[config.mk]
export PLATFORM = sky130hd
export DESIGN_NAME = branch_resolve_unit_flat
export DESIGN_NICKNAME = d
export VERILOG_FILES = /design/src/rtl/branch_resolve_if.sv /design/src/rtl/branch_resolve_unit.sv /design/src/flat_wrapper.sv
export SDC_FILE = /design/constraint.sdc
export NUM_CORES = 1
export LEC_CHECK = 0
export ABC_AREA = 1
export BUFFER_PORTS_ARGS = -buffer_cell sky130_fd_sc_hd__buf_2
export CAP_MARGIN = 20
export CORE_MARGIN = 10
export CORE_UTILIZATION = 60
export CTS_BUF_LIST = sky130_fd_sc_hd__clkbuf_8
export CTS_CLUSTER_DIAMETER = 60
export DETAILED_ROUTE_END_ITERATION = 12
export MAX_ROUTING_LAYER = met4
export PLACE_DENSITY = 0.88
export RECOVER_POWER = 50
export SLEW_MARGIN = 15
export SYNTH_ARGS = -nofsm -noshare
export SYNTH_HDL_FRONTEND = slang
export SYNTH_SLANG_ARGS = --single-unit
[constraint.sdc]
create_clock -name clk -period 5.97 [get_ports clk]
set_clock_uncertainty 0.15 [all_clocks]
set_input_delay 0.597 -clock clk [delete_from_list [all_inputs] [get_ports clk]]
set_output_delay 0.597 -clock clk [all_outputs]
set_load 0.01 [all_outputs]
[src/rtl/branch_resolve_if.sv]
// Request/resolution bus of the branch resolve unit.
// The master side issues requests and consumes resolutions; the slave side is the unit.
interface branch_resolve_if #(
    parameter int unsigned XLEN = 32
);
    logic            flush;
    logic            in_valid;
    logic            in_ready;
    logic            in_branch;
    logic [2:0]      in_comp_code;
    logic [XLEN-1:0] in_rs1;
    logic [XLEN-1:0] in_rs2;
    logic [XLEN-1:0] in_pc;
    logic [XLEN-1:0] in_imm;
    logic            in_pred_taken;
    logic            out_valid;
    logic            out_ready;
    logic            out_taken;
    logic            out_mispredict;
    logic [XLEN-1:0] out_redirect_pc;
    logic            out_illegal;

    modport master (
        output flush, in_valid, in_branch, in_comp_code, in_rs1, in_rs2,
               in_pc, in_imm, in_pred_taken, out_ready,
        input  in_ready, out_valid, out_taken, out_mispredict,
               out_redirect_pc, out_illegal
    );

    modport slave (
        input  flush, in_valid, in_branch, in_comp_code, in_rs1, in_rs2,
               in_pc, in_imm, in_pred_taken, out_ready,
        output in_ready, out_valid, out_taken, out_mispredict,
               out_redirect_pc, out_illegal
    );
endinterface

[src/rtl/branch_resolve_unit.sv]
// Execute-stage branch resolution: evaluates the comparison, computes the next PC,
// checks the prediction and returns the result through a 2-entry skid buffer.
// Optional statistics counters: define BRANCH_RESOLVE_STATS_EN.
module branch_resolve_unit #(
    parameter int unsigned XLEN  = 32,
    parameter int unsigned CNT_W = 32
) (
    input  logic             clk,
    input  logic             rst_n,
    branch_resolve_if.slave  bus
`ifdef BRANCH_RESOLVE_STATS_EN
    ,
    output logic [CNT_W-1:0] stat_branches,
    output logic [CNT_W-1:0] stat_taken,
    output logic [CNT_W-1:0] stat_mispredicts
`endif
);

    typedef struct packed {
        logic            taken;
        logic            mispredict;
        logic            illegal;
        logic [XLEN-1:0] redirect_pc;
    } res_t;

    typedef enum logic [1:0] {
        ST_EMPTY = 2'd0,
        ST_ONE   = 2'd1,
        ST_FULL  = 2'd2
    } state_e;

    // Zero-width counters are meaningless; reject them at elaboration.
    if (CNT_W == 0) begin : g_bad_cnt_w
        $error("CNT_W must be at least 1");
    end

    state_e state_q, state_d;
    res_t   head_q, head_d;
    res_t   tail_q, tail_d;
    res_t   new_c;
    logic   cond_c;
    logic   reserved_c;
    logic   in_ready_c;
    logic   accept_c;
    logic   pop_c;

    // Evaluate the incoming request in its accept cycle.
    always_comb begin
        cond_c = 1'b0;
        case (bus.in_comp_code)
            3'd0:    cond_c = (bus.in_rs1 == bus.in_rs2);
            3'd1:    cond_c = (bus.in_rs1 != bus.in_rs2);
            3'd2:    cond_c = ($signed(bus.in_rs1) <  $signed(bus.in_rs2));
            3'd3:    cond_c = ($signed(bus.in_rs1) >= $signed(bus.in_rs2));
            3'd4:    cond_c = (bus.in_rs1 <  bus.in_rs2);
            3'd5:    cond_c = (bus.in_rs1 >= bus.in_rs2);
            default: cond_c = 1'b0;
        endcase
        reserved_c        = (bus.in_comp_code > 3'd5);
        new_c.taken       = bus.in_branch && cond_c;
        new_c.illegal     = bus.in_branch && reserved_c;
        new_c.mispredict  = bus.in_branch && (new_c.taken ^ bus.in_pred_taken);
        new_c.redirect_pc = new_c.taken ? (bus.in_pc + bus.in_imm)
                                        : (bus.in_pc + XLEN'(4));
    end

    // Handshake qualifiers; ready depends only on the registered state.
    assign in_ready_c = (state_q != ST_FULL);
    assign accept_c   = bus.in_valid && in_ready_c && !bus.flush;
    assign pop_c      = bus.out_ready && (state_q != ST_EMPTY);

    // Buffer state register and entry storage.
    always_ff @(posedge clk or negedge rst_n) begin
        if (!rst_n) begin
            state_q <= ST_EMPTY;
            head_q  <= '0;
            tail_q  <= '0;
        end else begin
            state_q <= state_d;
            head_q  <= head_d;
            tail_q  <= tail_d;
        end
    end

    // Next-state logic of the skid buffer; flush dominates accept and pop.
    always_comb begin
        state_d = state_q;
        head_d  = head_q;
        tail_d  = tail_q;
        if (bus.flush) begin
            state_d = ST_EMPTY;
        end else begin
            case (state_q)
                ST_EMPTY: begin
                    if (accept_c) begin
                        head_d  = new_c;
                        state_d = ST_ONE;
                    end
                end
                ST_ONE: begin
                    case ({accept_c, pop_c})
                        2'b10: begin
                            tail_d  = new_c;
                            state_d = ST_FULL;
                        end
                        2'b01:   state_d = ST_EMPTY;
                        2'b11:   head_d  = new_c;
                        default: state_d = ST_ONE;
                    endcase
                end
                ST_FULL: begin
                    if (pop_c) begin
                        head_d  = tail_q;
                        state_d = ST_ONE;
                    end
                end
                default: state_d = ST_EMPTY;
            endcase
        end
    end

    // Resolution outputs come straight from the head register.
    assign bus.in_ready        = in_ready_c;
    assign bus.out_valid       = (state_q != ST_EMPTY);
    assign bus.out_taken       = head_q.taken;
    assign bus.out_mispredict  = head_q.mispredict;
    assign bus.out_illegal     = head_q.illegal;
    assign bus.out_redirect_pc = head_q.redirect_pc;

`ifdef BRANCH_RESOLVE_STATS_EN
    logic [CNT_W-1:0] stat_branches_q;
    logic [CNT_W-1:0] stat_taken_q;
    logic [CNT_W-1:0] stat_mispredicts_q;

    // Count accepted conditional branches, taken ones and mispredicts.
    always_ff @(posedge clk or negedge rst_n) begin
        if (!rst_n) begin
            stat_branches_q    <= '0;
            stat_taken_q       <= '0;
            stat_mispredicts_q <= '0;
        end else if (accept_c && bus.in_branch) begin
            stat_branches_q <= stat_branches_q + CNT_W'(1);
            if (new_c.taken) begin
                stat_taken_q <= stat_taken_q + CNT_W'(1);
            end
            if (new_c.mispredict) begin
                stat_mispredicts_q <= stat_mispredicts_q + CNT_W'(1);
            end
        end
    end

    assign stat_branches    = stat_branches_q;
    assign stat_taken       = stat_taken_q;
    assign stat_mispredicts = stat_mispredicts_q;
`endif

endmodule

[src/flat_wrapper.sv]
// flat-port wrapper written by rule: the top's interface ports become plain ports
module branch_resolve_unit_flat 
#(
    parameter int unsigned XLEN  = 32,
    parameter int unsigned CNT_W = 32
)
  (clk, rst_n, bus_flush, bus_in_valid, bus_in_branch, bus_in_comp_code, bus_in_rs1, bus_in_rs2, bus_in_pc, bus_in_imm, bus_in_pred_taken, bus_out_ready, bus_in_ready, bus_out_valid, bus_out_taken, bus_out_mispredict, bus_out_redirect_pc, bus_out_illegal);
  branch_resolve_if #(.XLEN(XLEN)) bus_i ();
  input  logic clk;
  input  logic rst_n;
  input wire logic [$bits(bus_i.flush)-1:0] bus_flush;
  input wire logic [$bits(bus_i.in_valid)-1:0] bus_in_valid;
  input wire logic [$bits(bus_i.in_branch)-1:0] bus_in_branch;
  input wire logic [$bits(bus_i.in_comp_code)-1:0] bus_in_comp_code;
  input wire logic [$bits(bus_i.in_rs1)-1:0] bus_in_rs1;
  input wire logic [$bits(bus_i.in_rs2)-1:0] bus_in_rs2;
  input wire logic [$bits(bus_i.in_pc)-1:0] bus_in_pc;
  input wire logic [$bits(bus_i.in_imm)-1:0] bus_in_imm;
  input wire logic [$bits(bus_i.in_pred_taken)-1:0] bus_in_pred_taken;
  input wire logic [$bits(bus_i.out_ready)-1:0] bus_out_ready;
  output wire logic [$bits(bus_i.in_ready)-1:0] bus_in_ready;
  output wire logic [$bits(bus_i.out_valid)-1:0] bus_out_valid;
  output wire logic [$bits(bus_i.out_taken)-1:0] bus_out_taken;
  output wire logic [$bits(bus_i.out_mispredict)-1:0] bus_out_mispredict;
  output wire logic [$bits(bus_i.out_redirect_pc)-1:0] bus_out_redirect_pc;
  output wire logic [$bits(bus_i.out_illegal)-1:0] bus_out_illegal;
  assign bus_i.flush = bus_flush;
  assign bus_i.in_valid = bus_in_valid;
  assign bus_i.in_branch = bus_in_branch;
  assign bus_i.in_comp_code = bus_in_comp_code;
  assign bus_i.in_rs1 = bus_in_rs1;
  assign bus_i.in_rs2 = bus_in_rs2;
  assign bus_i.in_pc = bus_in_pc;
  assign bus_i.in_imm = bus_in_imm;
  assign bus_i.in_pred_taken = bus_in_pred_taken;
  assign bus_i.out_ready = bus_out_ready;
  assign bus_in_ready = bus_i.in_ready;
  assign bus_out_valid = bus_i.out_valid;
  assign bus_out_taken = bus_i.out_taken;
  assign bus_out_mispredict = bus_i.out_mispredict;
  assign bus_out_redirect_pc = bus_i.out_redirect_pc;
  assign bus_out_illegal = bus_i.out_illegal;
  branch_resolve_unit #(.XLEN(XLEN), .CNT_W(CNT_W)) u_core (.clk(clk), .rst_n(rst_n), .bus(bus_i));
endmodule
==> impl_metrics.json <==
{
  "row_count": 39,
  "status": "finished, violations left",
  "synth_nets": 1321,
  "crit_start": "rst_n",
  "hold_slack_ns": 0.333,
  "fmax_mhz": 237,
  "irDropWorstVdd_mv": 0.120,
  "ys_ff_latch": 72,
  "grt_max_degree": 73,
  "hold_violations": 0,
  "final_cell_mix": "nand2_1 (360), buf_2 (156), inv_1 (137)",
  "start_util_pct": 61.8,
  "grt_pass1_vias": 7547,
  "reg2reg_slack_ns": 2.35,
  "slew_headroom_pct": -172,
  "r2r_cells": 11,
  "avgViaCountPerCell": 5.60,
  "hold_class": "reg -> reg",
  "place.gp.congestion": 1.00,
  "io_pins": 175,
  "drt_iter0_drc": 908,
  "wl_um": 22400,
  "dp_cells": 1403,
  "grt_overflow": 0,
  "violations": "capacitance limit, slew limit",
  "leakage_uw": 0.00477,
  "antenna_found_initial": 0,
  "cts.path.max_buffers": 2,
  "slew_violations": 73,
  "critPathArrivalTime_ns": 3.58,
  "yosysUniqueCellTypes": 38,
  "avgSynthCellArea_um2": 6.41,
  "syn_to_final_growth_pct": 15.7,
  "drive_above_1_share_pct": 15.6,
  "cpPeakStageDelay_ns": 2.83,
  "clk_latency_ns": 0.35,
  "cp_num_buf_inv": 2,
  "num_vias": 7943,
  "cp.depth": 2,
  "n_antenna_cell": 0,
  "crit_chain": "buf_2 -> clkbuf_1",
  "r2r_end": "u_core.bus.out_redirect_pc[28]",
  "core_area_um2": 11600,
  "start_kind": "input port",
  "finalCriticalPeriod_ns": 4.22,
  "die_area_um2": 16700,
  "setup_viol": 0,
  "path_clk_slew_ns": 0.08,
  "htreeDepth": 3,
  "instances_no_fill": 1419,
  "clock-sinks": 72,
  "crit_path_end_kind": "async pin",
  "cts_resized": 0,
  "crit_fanout": 72,
  "post_cts_buffers": 0,
  "root_buffer": "clkbuf_8",
  "critPathTopFamily": "buffers and inverters",
  "layout_commonest_cell": "nand2_1",
  "fin_setup_tns_ns": 0,
  "place_ws_ns": 2.45,
  "fin_nets": 1477,
  "setup_slack_ns": 1.75,
  "cts_tree": "built",
  "worstPathRequired_ns": 5.33,
  "dp_hpwl_um": 17500,
  "yosysSeqAreaShare_pct": 25.2,
  "io_buffers": 174,
  "period_share_pct": 70.7,
  "antenna_left": 0,
  "p_per_area_nw_per_um2": 231,
  "cap_viol_max_count": 1,
  "reg2reg_from": "u_core.state_q[1]",
  "fp.dieW_um": 129,
  "numCtsBuffers": 9,
  "track_usage_pct": 27.0,
  "crit_type": "in -> async",
  "die_height_um": 129,
  "drc": 0,
  "drt_first_pass_iters": 5,
  "slowest_stage": "clkbuf_1",
  "grt_first_pass_wirelength_um": 36100,
  "grt_setup_unrepaired": "false",
  "crit_end": "u_core.bus.out_redirect_pc[24]",
  "hold_buffers": 0,
  "synthCells": 1115,
  "yosys_warnings": 0,
  "avgRoutedWirePerCell_um": 15.8,
  "synth.cell_area_um2": 7150,
  "worst_pin_slew_ns": 4.07
}
[worst min path at each step]
| stage | from | to | slack (ns) | depth (start not counted) |
|---|---|---|---|---|
| 2_1_floorplan | rst_n | u_core.bus.out_illegal | 0.15 | 0 |
| 4_1_cts | u_core.bus.out_redirect_pc[26] | u_core.bus.out_redirect_pc[26] | 0.33 | 2 |
| 3_3_place_gp | u_core.bus.out_redirect_pc[1] | u_core.bus.out_redirect_pc[1] | 0.31 | 2 |
| 5_1_grt | u_core.bus.out_redirect_pc[26] | u_core.bus.out_redirect_pc[26] | 0.35 | 2 |
| 6_report | u_core.bus.out_redirect_pc[5] | u_core.bus.out_redirect_pc[5] | 0.33 | 2 |
| 3_5_place_dp | u_core.bus.out_redirect_pc[5] | u_core.bus.out_redirect_pc[5] | 0.31 | 2 |
[metal layers]
metal,global-route usage (%),wire length (µm)
met1,35.0,9480
met4,7.16,394
met3,5.38,2250
met5,-,0
met2,42.2,10300
[area by class of cell]
type	count	area, µm²
Multi-Input combinational cell	870	4670
Fill cell	1020	3290
Sequential cell	72	1800
Timing Repair Buffer	178	875
Inverter	140	527
Tap cell	143	179
Clock buffer	9	124
Clock inverter	7	96.3
[where the power goes]
| part | internal (µW) | leakage, µW | switching [µW] |
|---|---|---|---|
| clock network | 236 | 0.000113 | 202 |
| registers | 640 | 0.000887 | 71.1 |
| logic | 281 | 0.00377 | 484 |
| total | 1160 | 0.00477 | 758 |
[metrics by stage]
| stage | power [µW] | util, % | cell area, µm² |
|---|---|---|---|
| final | 1910 | 71.5 | 8270 |
| after global routing | 2050 | 71.5 | 8270 |
| after CTS | 1910 | 71.7 | 8300 |
| after detailed placement | 1480 | 69.8 | 8080 |
| after global placement | 1450 | 69.8 | 8080 |
| after floorplan | 1200 | - | 7150 |
[kinds of logic after synthesis]
group / count (synthesis) / share of synthesized area [%]
adder cells (fa/ha/maj): 68 / 12.0
AO/OA/AOI/OAI: 154 / 11.6
buffers and inverters: 173 / 9.52
AND/OR/NAND/NOR: 597 / 35.4
flip-flops: 72 / 25.2
XOR/XNOR: 51 / 6.25
[registers in the layout (all words and copies together), names as in the netlist]
register	count
u_core.bus.out_mispredict	1
u_core.bus.out_redirect_pc	32
u_core.bus.out_illegal	1
u_core.state_q	2
u_core.tail_q	35
u_core.bus.out_taken	1
[synth_stat cells]
library cell,count,share of area (%)
and3_1,3,0.26
nand2_1,360,19
a21o_1,8,0.84
nand3b_1,3,0.31
o221ai_1,2,0.25
a31oi_1,10,0.88
nor4_1,6,0.53
dfrtp_1,72,25
nor2_4,1,0.16
o31ai_1,2,0.21
a21oi_1,75,5.3
nor3_1,22,1.5
inv_1,138,7.2
buf_6,2,0.31
a211oi_1,1,0.11
xor2_1,35,4.3
clkinv_1,1,0.052
o21bai_1,2,0.21
nand2_4,2,0.31
o22ai_1,1,0.088
nand4_1,11,0.96
buf_1,9,0.47
o21ai_1,24,1.7
inv_2,1,0.052
o21a_1,2,0.21
buf_8,1,0.21
o21ai_0,27,1.9
fa_1,1,0.28
nand3_1,103,7.2
nor2_1,68,3.6
ha_1,67,12
xnor2_1,16,2.0
nor3b_2,1,0.17
nand2_2,11,0.96
clkbuf_1,17,0.89
buf_2,4,0.28
or2_2,2,0.17
nor2_2,4,0.35
Note: power is estimated with default switching activity, not from simulation.
